===== config.mk =====
export PLATFORM = sky130hd
export DESIGN_NAME = calc_issue_ctrl
export DESIGN_NICKNAME = d
export VERILOG_FILES = /design/src/rtl/calc_pkg.sv /design/src/rtl/calc_issue_ctrl.sv
export SDC_FILE = /design/constraint.sdc
export NUM_CORES = 1
export LEC_CHECK = 0
export CORE_MARGIN = 3
export CORE_UTILIZATION = 47
export DETAILED_ROUTE_END_ITERATION = 8
export MAX_ROUTING_LAYER = met4
export PLACE_DENSITY = 0.86
export SLEW_MARGIN = 20
export SYNTH_ARGS = -nofsm -noshare
export SYNTH_HDL_FRONTEND = slang
export SYNTH_SLANG_ARGS = --single-unit

===== constraint.sdc =====
create_clock -name clk -period 4.6 [get_ports clk]
set_input_delay 0.92 -clock clk [delete_from_list [all_inputs] [get_ports clk]]
set_output_delay 0.92 -clock clk [all_outputs]
set_load 0.005 [all_outputs]

===== src/rtl/calc_pkg.sv =====
`default_nettype none
// +------------------------------------------------------------------------+
// | Module   : calc_pkg                                                    |
// | Brief    : Shared opcodes, error codes, FSM state encoding and default |
// |            widths for the calculator issue controller.                 |
// | Revision : 1.0  initial release                                        |
// +------------------------------------------------------------------------+
package calc_pkg;

  // Default widths matching the combinational calculator ALU
  localparam int CALC_DATA_W = 4;
  localparam int CALC_OP_W   = 3;
  localparam int CALC_RES_W  = 8;

  // ALU opcodes; codes 110 and 111 are illegal
  localparam logic [CALC_OP_W-1:0] OP_ADD = 3'b000;
  localparam logic [CALC_OP_W-1:0] OP_SUB = 3'b001;
  localparam logic [CALC_OP_W-1:0] OP_MUL = 3'b010;
  localparam logic [CALC_OP_W-1:0] OP_DIV = 3'b011;
  localparam logic [CALC_OP_W-1:0] OP_MOD = 3'b100;
  localparam logic [CALC_OP_W-1:0] OP_NOT = 3'b101;

  // Status codes reported alongside each result
  localparam logic [1:0] ERR_NONE       = 2'b00;
  localparam logic [1:0] ERR_ILLEGAL_OP = 2'b01;
  localparam logic [1:0] ERR_DIV_ZERO   = 2'b10;

  // Controller state encoding
  typedef enum logic [1:0] {
    IDLE = 2'd0,
    EXEC = 2'd1,
    DONE = 2'd2
  } calc_state_t;

  // Classify a command before it may reach the ALU
  function automatic logic [1:0] calc_classify(input logic [CALC_OP_W-1:0] op,
                                               input logic                 b_is_zero);
    logic [1:0] code;
    code = ERR_NONE;
    if (op > OP_NOT) begin
      code = ERR_ILLEGAL_OP;
    end else if (((op == OP_DIV) || (op == OP_MOD)) && b_is_zero) begin
      code = ERR_DIV_ZERO;
    end
    return code;
  endfunction

endpackage : calc_pkg
`default_nettype wire


===== src/rtl/calc_issue_ctrl.sv =====
`default_nettype none
// +------------------------------------------------------------------------+
// | Module   : calc_issue_ctrl                                             |
// | Brief    : Valid/ready front-end for the combinational calculator ALU. |
// |            Screens illegal opcodes and divide/modulo by zero, drives   |
// |            registered operands, waits SETTLE_CYC cycles, captures the  |
// |            ALU result and offers it on a valid/ready output.           |
// |            Optional: CALC_OP_COUNT_EN adds op_count, a wrapping count  |
// |            of successful result handshakes.                            |
// | Revision : 1.0  initial release                                        |
// +------------------------------------------------------------------------+
module calc_issue_ctrl
  import calc_pkg::*;
#(
  parameter int DATA_W     = CALC_DATA_W,
  parameter int OP_W       = CALC_OP_W,
  parameter int RES_W      = CALC_RES_W,
  parameter int SETTLE_CYC = 1,
  parameter int CNT_W      = 16
) (
  input  logic              clk,
  input  logic              rst_n,
  // Command side
  input  logic              cmd_valid,
  output logic              cmd_ready,
  input  logic [DATA_W-1:0] cmd_a,
  input  logic [DATA_W-1:0] cmd_b,
  input  logic [OP_W-1:0]   cmd_op,
  // ALU side
  output logic [DATA_W-1:0] alu_a,
  output logic [DATA_W-1:0] alu_b,
  output logic [OP_W-1:0]   alu_oper,
  input  logic [RES_W-1:0]  alu_out,
  // Result side
  output logic              res_valid,
  input  logic              res_ready,
  output logic [RES_W-1:0]  res_data,
  output logic              res_err,
`ifdef CALC_OP_COUNT_EN
  output logic [CNT_W-1:0]  op_count,
`endif
  output logic [1:0]        res_err_code
);

  // Settle counter is sized for the full legal SETTLE_CYC range 1..15
  localparam int             c_SET_W       = 4;
  localparam logic [c_SET_W-1:0] c_SET_LOAD = c_SET_W'(SETTLE_CYC - 1);

  calc_state_t          r_state;
  logic [c_SET_W-1:0]   r_settle;
  logic [1:0]           w_err_code;
  logic                 w_b_zero;

  assign w_b_zero   = (cmd_b == '0);
  assign w_err_code = calc_classify(cmd_op, w_b_zero);

  // Handshake flags decode straight from the state register
  assign cmd_ready = (r_state == IDLE);
  assign res_valid = (r_state == DONE);

  // Main FSM: accept and screen commands, time the ALU settle, hold the result
  always_ff @(posedge clk or negedge rst_n) begin
    if (!rst_n) begin
      r_state      <= IDLE;
      r_settle     <= '0;
      alu_a        <= '0;
      alu_b        <= '0;
      alu_oper     <= '0;
      res_data     <= '0;
      res_err      <= 1'b0;
      res_err_code <= ERR_NONE;
    end else begin
      case (r_state)
        IDLE: begin
          if (cmd_valid) begin
            if (w_err_code != ERR_NONE) begin
              // Rejected commands leave the ALU inputs on the last legal command
              res_data     <= '0;
              res_err      <= 1'b1;
              res_err_code <= w_err_code;
              r_state      <= DONE;
            end else begin
              alu_a    <= cmd_a;
              alu_b    <= cmd_b;
              alu_oper <= cmd_op;
              r_settle <= c_SET_LOAD;
              r_state  <= EXEC;
            end
          end
        end
        EXEC: begin
          if (r_settle == '0) begin
            res_data     <= alu_out;
            res_err      <= 1'b0;
            res_err_code <= ERR_NONE;
            r_state      <= DONE;
          end else begin
            r_settle <= r_settle - 1'b1;
          end
        end
        DONE: begin
          if (res_ready) begin
            r_state <= IDLE;
          end
        end
        default: begin
          r_state <= IDLE;
        end
      endcase
    end
  end

`ifdef CALC_OP_COUNT_EN
  logic [CNT_W-1:0] r_op_count;

  // Count successful result handshakes; wraps naturally at all-ones
  always_ff @(posedge clk or negedge rst_n) begin
    if (!rst_n) begin
      r_op_count <= '0;
    end else if ((r_state == DONE) && res_ready && !res_err) begin
      r_op_count <= r_op_count + 1'b1;
    end
  end

  assign op_count = r_op_count;
`endif

endmodule : calc_issue_ctrl
`default_nettype wire


==> results of run 1 <==
==> power breakdown <==
group / total, W / switching, W / internal [W]
clock network: 0.000101 / 0.0000699 / 0.0000308
logic: 0.000314 / 0.000104 / 0.000211
registers: 0.000357 / 0.0000437 / 0.000314
==> flip-flops by register name, indices dropped and copies added (netlist names) <==
name          flops
res_data          8
alu_a             4
alu_b             4
r_settle          4
alu_oper          3
r_state           2
res_err_code      2
res_err           1
==> path summary, 6_finish.rpt <==
| path | end | depth (start not counted) |
|---|---|---|
| hold / removal | res_err_code[0] | 1 |
| setup reg to reg | res_err_code[1] | 6 |
| setup / recovery | res_err_code[1] | 5 |
| max in group asynchronous | res_data[7] | 2 |
| hold reg to reg | res_err_code[0] | 1 |
| min in group asynchronous | alu_b[3] | 2 |
==> layer usage <==
layer | wire length (um) | vias to the layer above | global-route usage
li1 | - | 479 | -
met1 | 1290 | 500 | 0.245
met2 | 1580 | 30 | 0.321
met3 | 100 | 12 | 0.0436
met4 | 96 | 0 | 0.0583
met5 | 0 | - | -
==> layout by cell type (no fill, tap or decap), types with 2 or more instances in the layout <==
cell type,n
clkdlybuf4s50_1,46
dfrtp_1,28
inv_1,14
nand2_1,13
mux2i_1,9
mux2_4,8
mux2_2,5
nor2_1,4
nand2b_1,3
o21ai_0,3
clkbuf_4,3
nor2b_1,2
or3b_2,2
or3_1,2
nand3_1,2
ha_1,2
==> through the flow <==
| stage | setup slack (ns) | hold slack, ns | util | cells | total power (W) |
|---|---|---|---|---|---|
| global placement | 1.59 | 0.491 | 0.700 | 188 | 0.000666 |
| floorplan | 2.27 | 0.484 | - | 114 | 0.000488 |
| finish | 1.87 | 0.525 | 0.709 | 191 | 0.000772 |
| global route | 1.80 | 0.545 | 0.709 | 191 | 0.000813 |
| CTS | 1.87 | 0.530 | 0.709 | 191 | 0.000780 |
| detailed placement | 1.51 | 0.497 | 0.700 | 188 | 0.000680 |
==> worst max-delay path, cell delays in order <==
cell and delay (ns):
clkdlybuf4s50_1 0.42, or4_4 0.58, o21ai_2 0.24, o311a_2 0.41
mux2_2 0.39
==> cell type report <==
cell class | instances | area, sq um
Timing Repair Buffer | 47 | 468
Multi-Input combinational cell | 69 | 556
Sequential cell | 28 | 701
Fill cell | 171 | 753
Tap cell | 30 | 37.5
Clock buffer | 3 | 22.5
Inverter | 14 | 52.6
==> cell families (layout without fill, tap and decap cells) <==
family	Yosys count	count (layout)	share of synthesized area
and+or+nand+nor	32	32	0.123
buffers and inverters	17	64	0.0590
muxes	22	22	0.200
DFF	28	28	0.525
AOI/OAI and AO/OA	13	13	0.0750
adders and majority gates	2	2	0.0187
==> key figures, run 1 <==
Status
  – Status: finished, final reports clean

Yosys
  – Yosys cell types: 30
  – Most common cell in the netlist: dfrtp_1
  – Yosys reg bits: 28
  – Largest cells by area after synthesis: dfrtp_1 (52%), mux2_4 (9.0%), mux2i_1 (6.7%)
  – Syn_nets: 139
  – Syn Std Cell Area: 0.00134 sq mm
  – Seq/Total Area, Yosys: 0.525
  – Async S/R FF share, synth: 1.00
  – Syn_area_per_cell: 11.7 sq um
  – Top_reg_cell synth: dfrtp_1
  – Top cell type's share of synthesized area: 0.525
  – Post-synth top area cell: dfrtp_1
  – Post-synth EDFFs: 0
  – Post-synthesis cell count: 114
  – Synthesis Warnings: 0
  – Most frequent cells after synthesis: dfrtp_1 (28), inv_1 (14), nand2_1 (13), mux2i_1 (9), mux2_4 (8)

CTS
  – Post-CTS Resized: 0
  – Root buffer cell: clkbuf_4
  – Skew-Pair Late Insertion Delay: 0.33 ns
  – CTS tree: yes
  – Setup bufs post-CTS: 0
  – Longest Clk Path Bufs: 2
  – Clk slew on worst S/H paths: 0.13 ns
  – H-tree Lvls: 1
  – Clk sink count: 28
  – Num CTS Buffers: 3
  – Hold buffers post-CTS: 0

Global routing
  – Total global-route track usage: 0.197
  – Initial antenna violation count: 0
  – Vias in the first global route: 1112
  – GRT Residual Overflow: 0
  – First-pass GRT wire length: 5060 um
  – Largest net degree at the start of global routing: 29

STA
  – RSZ-0062 raised after global routing: no
  – Clk_skew: 0.0114 ns
  – F_max: 0.366 GHz
  – Final hold violations: 0
  – Setup TNS Final: 0 ns
  – Relative slew slack: 0.429
  – Fin crit share: 0.593
  – Setup-failing EPs final: 0
  – Worst Tran Pin Value: 0.855 ns
  – Pins Over Slew Limit: 0
  – Final min period: 2.73 ns

Floorplan
  – FP Rows: 18
  – Die area: 0.00352 sq mm
  – DIE HEIGHT: 59.3 um
  – Die W: 59.3 um
  – Top Ports: 47
  – Starting Density: 0.515
  – Core Area: 0.00259 sq mm

Pwr
  – Max rail drop VDD: 0.000332 V
  – PwrDens: 421 mW/mm^2
  – Leakage: 0.799 nW

Route
  – Initial detailed-routing violation count: 28
  – DRT Wirelength: 3070 um
  – # DRC: 0
  – Post-DRT Antenna Nets: 0
  – Vias: 1021
  – Initial DRT Pass Iterations: 4
  – Via-to-Cell Ratio: 5.35
  – WL/cell: 16.1 um

Cells and area
  – Antenna diode count: 0
  – Net count, final: 188
  – Layout Area Growth over Synthesis: 37.6%
  – Design Area, Final: 0.00184 sq mm
  – Share of layout cells above drive strength 1: 0.149

Worst setup path
  – CP required: 4.82 ns
  – R2r startpoint: r_settle[0]
  – Flop2flop setup slack: 2.23 ns
  – Nature of the critical path startpoint: input port
  – Crit Path Max Fanout: 12
  – CP Class: input port to flip-flop
  – Crit. End Element: flip-flop
  – Worst Path Arrival: 2.95 ns
  – Critical path startpoint: cmd_b[1]

Placement
  – Placed cell area: 0.00181 sq mm
  – Port Buffer Count: 46
  – GP Congestion: 0.804
  – Final HPWL from detailed placement: 2430 um

Worst hold path
  – Hold Crit Class: flip-flop to flip-flop
  – Hold path startpoint: res_err_code[0]

Run
  – Total of max-cap violations: 0
(Power assumes the default switching activity.)
==> run 2: changes to the inputs <==
--- a/config.mk
+++ b/config.mk
@@ -6,10 +6,10 @@
 export NUM_CORES = 1
 export LEC_CHECK = 0
 export CORE_MARGIN = 3
-export CORE_UTILIZATION = 47
+export CORE_UTILIZATION = 44
 export DETAILED_ROUTE_END_ITERATION = 8
 export MAX_ROUTING_LAYER = met4
-export PLACE_DENSITY = 0.86
+export PLACE_DENSITY = 0.81
 export SLEW_MARGIN = 20
 export SYNTH_ARGS = -nofsm -noshare
 export SYNTH_HDL_FRONTEND = slang
==> constraint.sdc (replaced) <==
create_clock -name clk -period 2.55 [get_ports clk]
set_input_delay 0.51 -clock clk [delete_from_list [all_inputs] [get_ports clk]]
set_output_delay 0.51 -clock clk [all_outputs]
set_load 0.005 [all_outputs]
==> run 2 against run 1 <==
  * Cell count increased by 2.6%
  * Non-clock buffer count increased by 3
  * Cell area increased by 2.0%
  * Via count increased by 0.59%
  * Flip-flop and latch count unchanged
  * Die area increased by 6.1%
  * Wire length decreased by 0.65%
  * Register-to-register slack got worse by 1.8 ns
  * Count of clock-buffer cells in the layout increased by 1
  * Core utilization decreased by 4.7 points
  * Critical path type is now flip-flop to flip-flop
==> key figures, run 2 (synthesis results as in run 1) <==
STA
  – RSZ-0062 raised after global routing: no (unchanged)
  – Worst Tran Pin Value: 0.787 ns (was 0.855 ns)
  – Fin crit share: 0.829
  – Clk_skew: 0.00203 ns (was 0.0114 ns)
  – Final min period: 2.11 ns
  – Relative slew slack: 0.475 (was 0.429)
  – Pins Over Slew Limit: 0 (unchanged)
  – Setup TNS Final: 0 ns (unchanged)
  – Setup-failing EPs final: 0 (unchanged)
  – Final hold violations: 0 (unchanged)
  – F_max: 0.473 GHz

CTS
  – Root buffer cell: clkbuf_4 (unchanged)
  – Clk slew on worst S/H paths: 0.14 ns (was 0.13 ns)
  – Setup bufs post-CTS: 0 (unchanged)
  – Hold buffers post-CTS: 0 (unchanged)
  – Clk sink count: 28 (unchanged)
  – Post-CTS Resized: 0 (unchanged)
  – Num CTS Buffers: 3 (unchanged)
  – Longest Clk Path Bufs: 2 (unchanged)
  – H-tree Lvls: 1 (unchanged)
  – CTS tree: yes (unchanged)
  – Skew-Pair Late Insertion Delay: 0.33 ns (about the same)

Worst setup path
  – Flop2flop setup slack: 0.44 ns (was 2.23 ns)
  – Crit. End Element: flip-flop (unchanged)
  – CP required: 2.78 ns (was 4.82 ns)
  – Worst Path Arrival: 2.35 ns (was 2.95 ns)
  – Crit Path Max Fanout: 4 (was 12)
  – Nature of the critical path startpoint: flip-flop (was input port)
  – CP Class: flip-flop to flip-flop (was input port to flip-flop)

Pwr
  – Leakage: 0.821 nW (was 0.799 nW)
  – PwrDens: 767 mW/mm^2 (was 421 mW/mm^2)
  – Post-layout power: 0.00144 W (was 0.000772 W)
  – Max rail drop VDD: 0.000413 V (was 0.000332 V)

Cells and area
  – Commonest non-fill, non-tap cell in the layout: clkdlybuf4s50_1 (unchanged)
  – Largest register FFs: 8 (unchanged)
  – Most frequent cells in the layout: clkdlybuf4s50_1 (46), dfrtp_1 (28), inv_1 (14) (unchanged)
  – Net count, final: 191 (was 188)
  – Layout Area Growth over Synthesis: 40.4% (was 37.6%)
  – Biggest register: res_data (unchanged)
  – Antenna diode count: 0 (unchanged)
  – Share of layout cells above drive strength 1: 0.170 (was 0.149)

Worst hold path
  – Hold Crit Class: flip-flop to flip-flop (unchanged)

Floorplan
  – Core Area: 0.00283 sq mm (was 0.00259 sq mm)
  – DIE HEIGHT: 61.1 um (was 59.3 um)
  – Die area: 0.00373 sq mm (was 0.00352 sq mm)
  – Top Ports: 47 (unchanged)
  – FP Rows: 19 (was 18)
  – Die W: 61.1 um (was 59.3 um)
  – Starting Density: 0.472 (was 0.515)

Global routing
  – GRT Residual Overflow: 0 (unchanged)
  – Total global-route track usage: 0.178 (was 0.197)
  – Initial antenna violation count: 0 (unchanged)
  – Largest net degree at the start of global routing: 29 (unchanged)
  – Vias in the first global route: 1046 (was 1112)
  – First-pass GRT wire length: 4840 um (was 5060 um)

Route
  – Via-to-Cell Ratio: 5.24 (was 5.35)
  – Vias: 1027 (was 1021)
  – # DRC: 0 (unchanged)
  – Post-DRT Antenna Nets: 0 (unchanged)
  – Initial DRT Pass Iterations: 4 (unchanged)
  – Initial detailed-routing violation count: 38 (was 28)
  – WL/cell: 15.6 um (was 16.1 um)
  – DRT Wirelength: 3050 um (was 3070 um)

Run
  – Total of max-cap violations: 0 (unchanged)

Placement
  – GP Congestion: 0.856 (was 0.804)
  – Final HPWL from detailed placement: 2360 um (was 2430 um)
  – Port Buffer Count: 46 (unchanged)

Status
  – Status: finished, final reports clean (unchanged)
-- run 2: stage by stage --
step / util / worst slack [ns] / instance area [sq um] / cells / hold WS (ns)
finish: 0.663 / 0.436 / 1870 / 196 / 0.525
floorplan: - / 0.628 / 1340 / 114 / 0.214
CTS: 0.663 / 0.448 / 1870 / 196 / 0.529
global placement: 0.650 / 0.147 / 1840 / 192 / 0.492
global route: 0.663 / 0.315 / 1870 / 196 / 0.539
detailed placement: 0.650 / 0.125 / 1840 / 192 / 0.495
-- run 2: final cells by class --
type | instances | area [sq um]
clock buffer | 4 | 36.3
fill | 212 | 955
inverter | 14 | 52.6
multi-input combinational | 69 | 556
sequential | 28 | 701
tap | 31 | 38.8
timing repair buffer | 50 | 490
-- run 2: worst paths after layout --
path / from / endpoint / depth (start not counted)
min in group asynchronous: rst_n / alu_a[2] / 2
worst max register to register: r_settle[0] / res_err_code[1] / 6
worst min register to register: alu_a[0] / alu_a[0] / 1
worst max-delay path: r_settle[0] / res_err_code[1] / 6
max in group asynchronous: rst_n / res_data[4] / 2
worst min-delay path: alu_a[0] / alu_a[0] / 1
-- run 2: metal layers --
layer | track usage | vias up | wire [um]
met5 | - | - | 0
met4 | 0.0588 | 0 | 46
met3 | 0.0126 | 5 | 44
met2 | 0.293 | 15 | 1680
met1 | 0.234 | 519 | 1280
li1 | - | 488 | -
-- run 2: worst max-delay path, stage by stage (launching register included) --
cell	delay [ns]
dfrtp_1	0.40
inv_1	0.13
ha_1	0.20
or3b_2	0.51
mux2i_1	0.20
o311a_2	0.25
mux2_2	0.34
-- run 2: where the power goes --
group / total, W / switching [W] / internal, W / leakage, nW
combinational: 0.000578 / 0.000188 / 0.000390 / 0.443
clock: 0.000216 / 0.000129 / 0.0000875 / 0.0210
sequential: 0.000643 / 0.0000769 / 0.000566 / 0.357
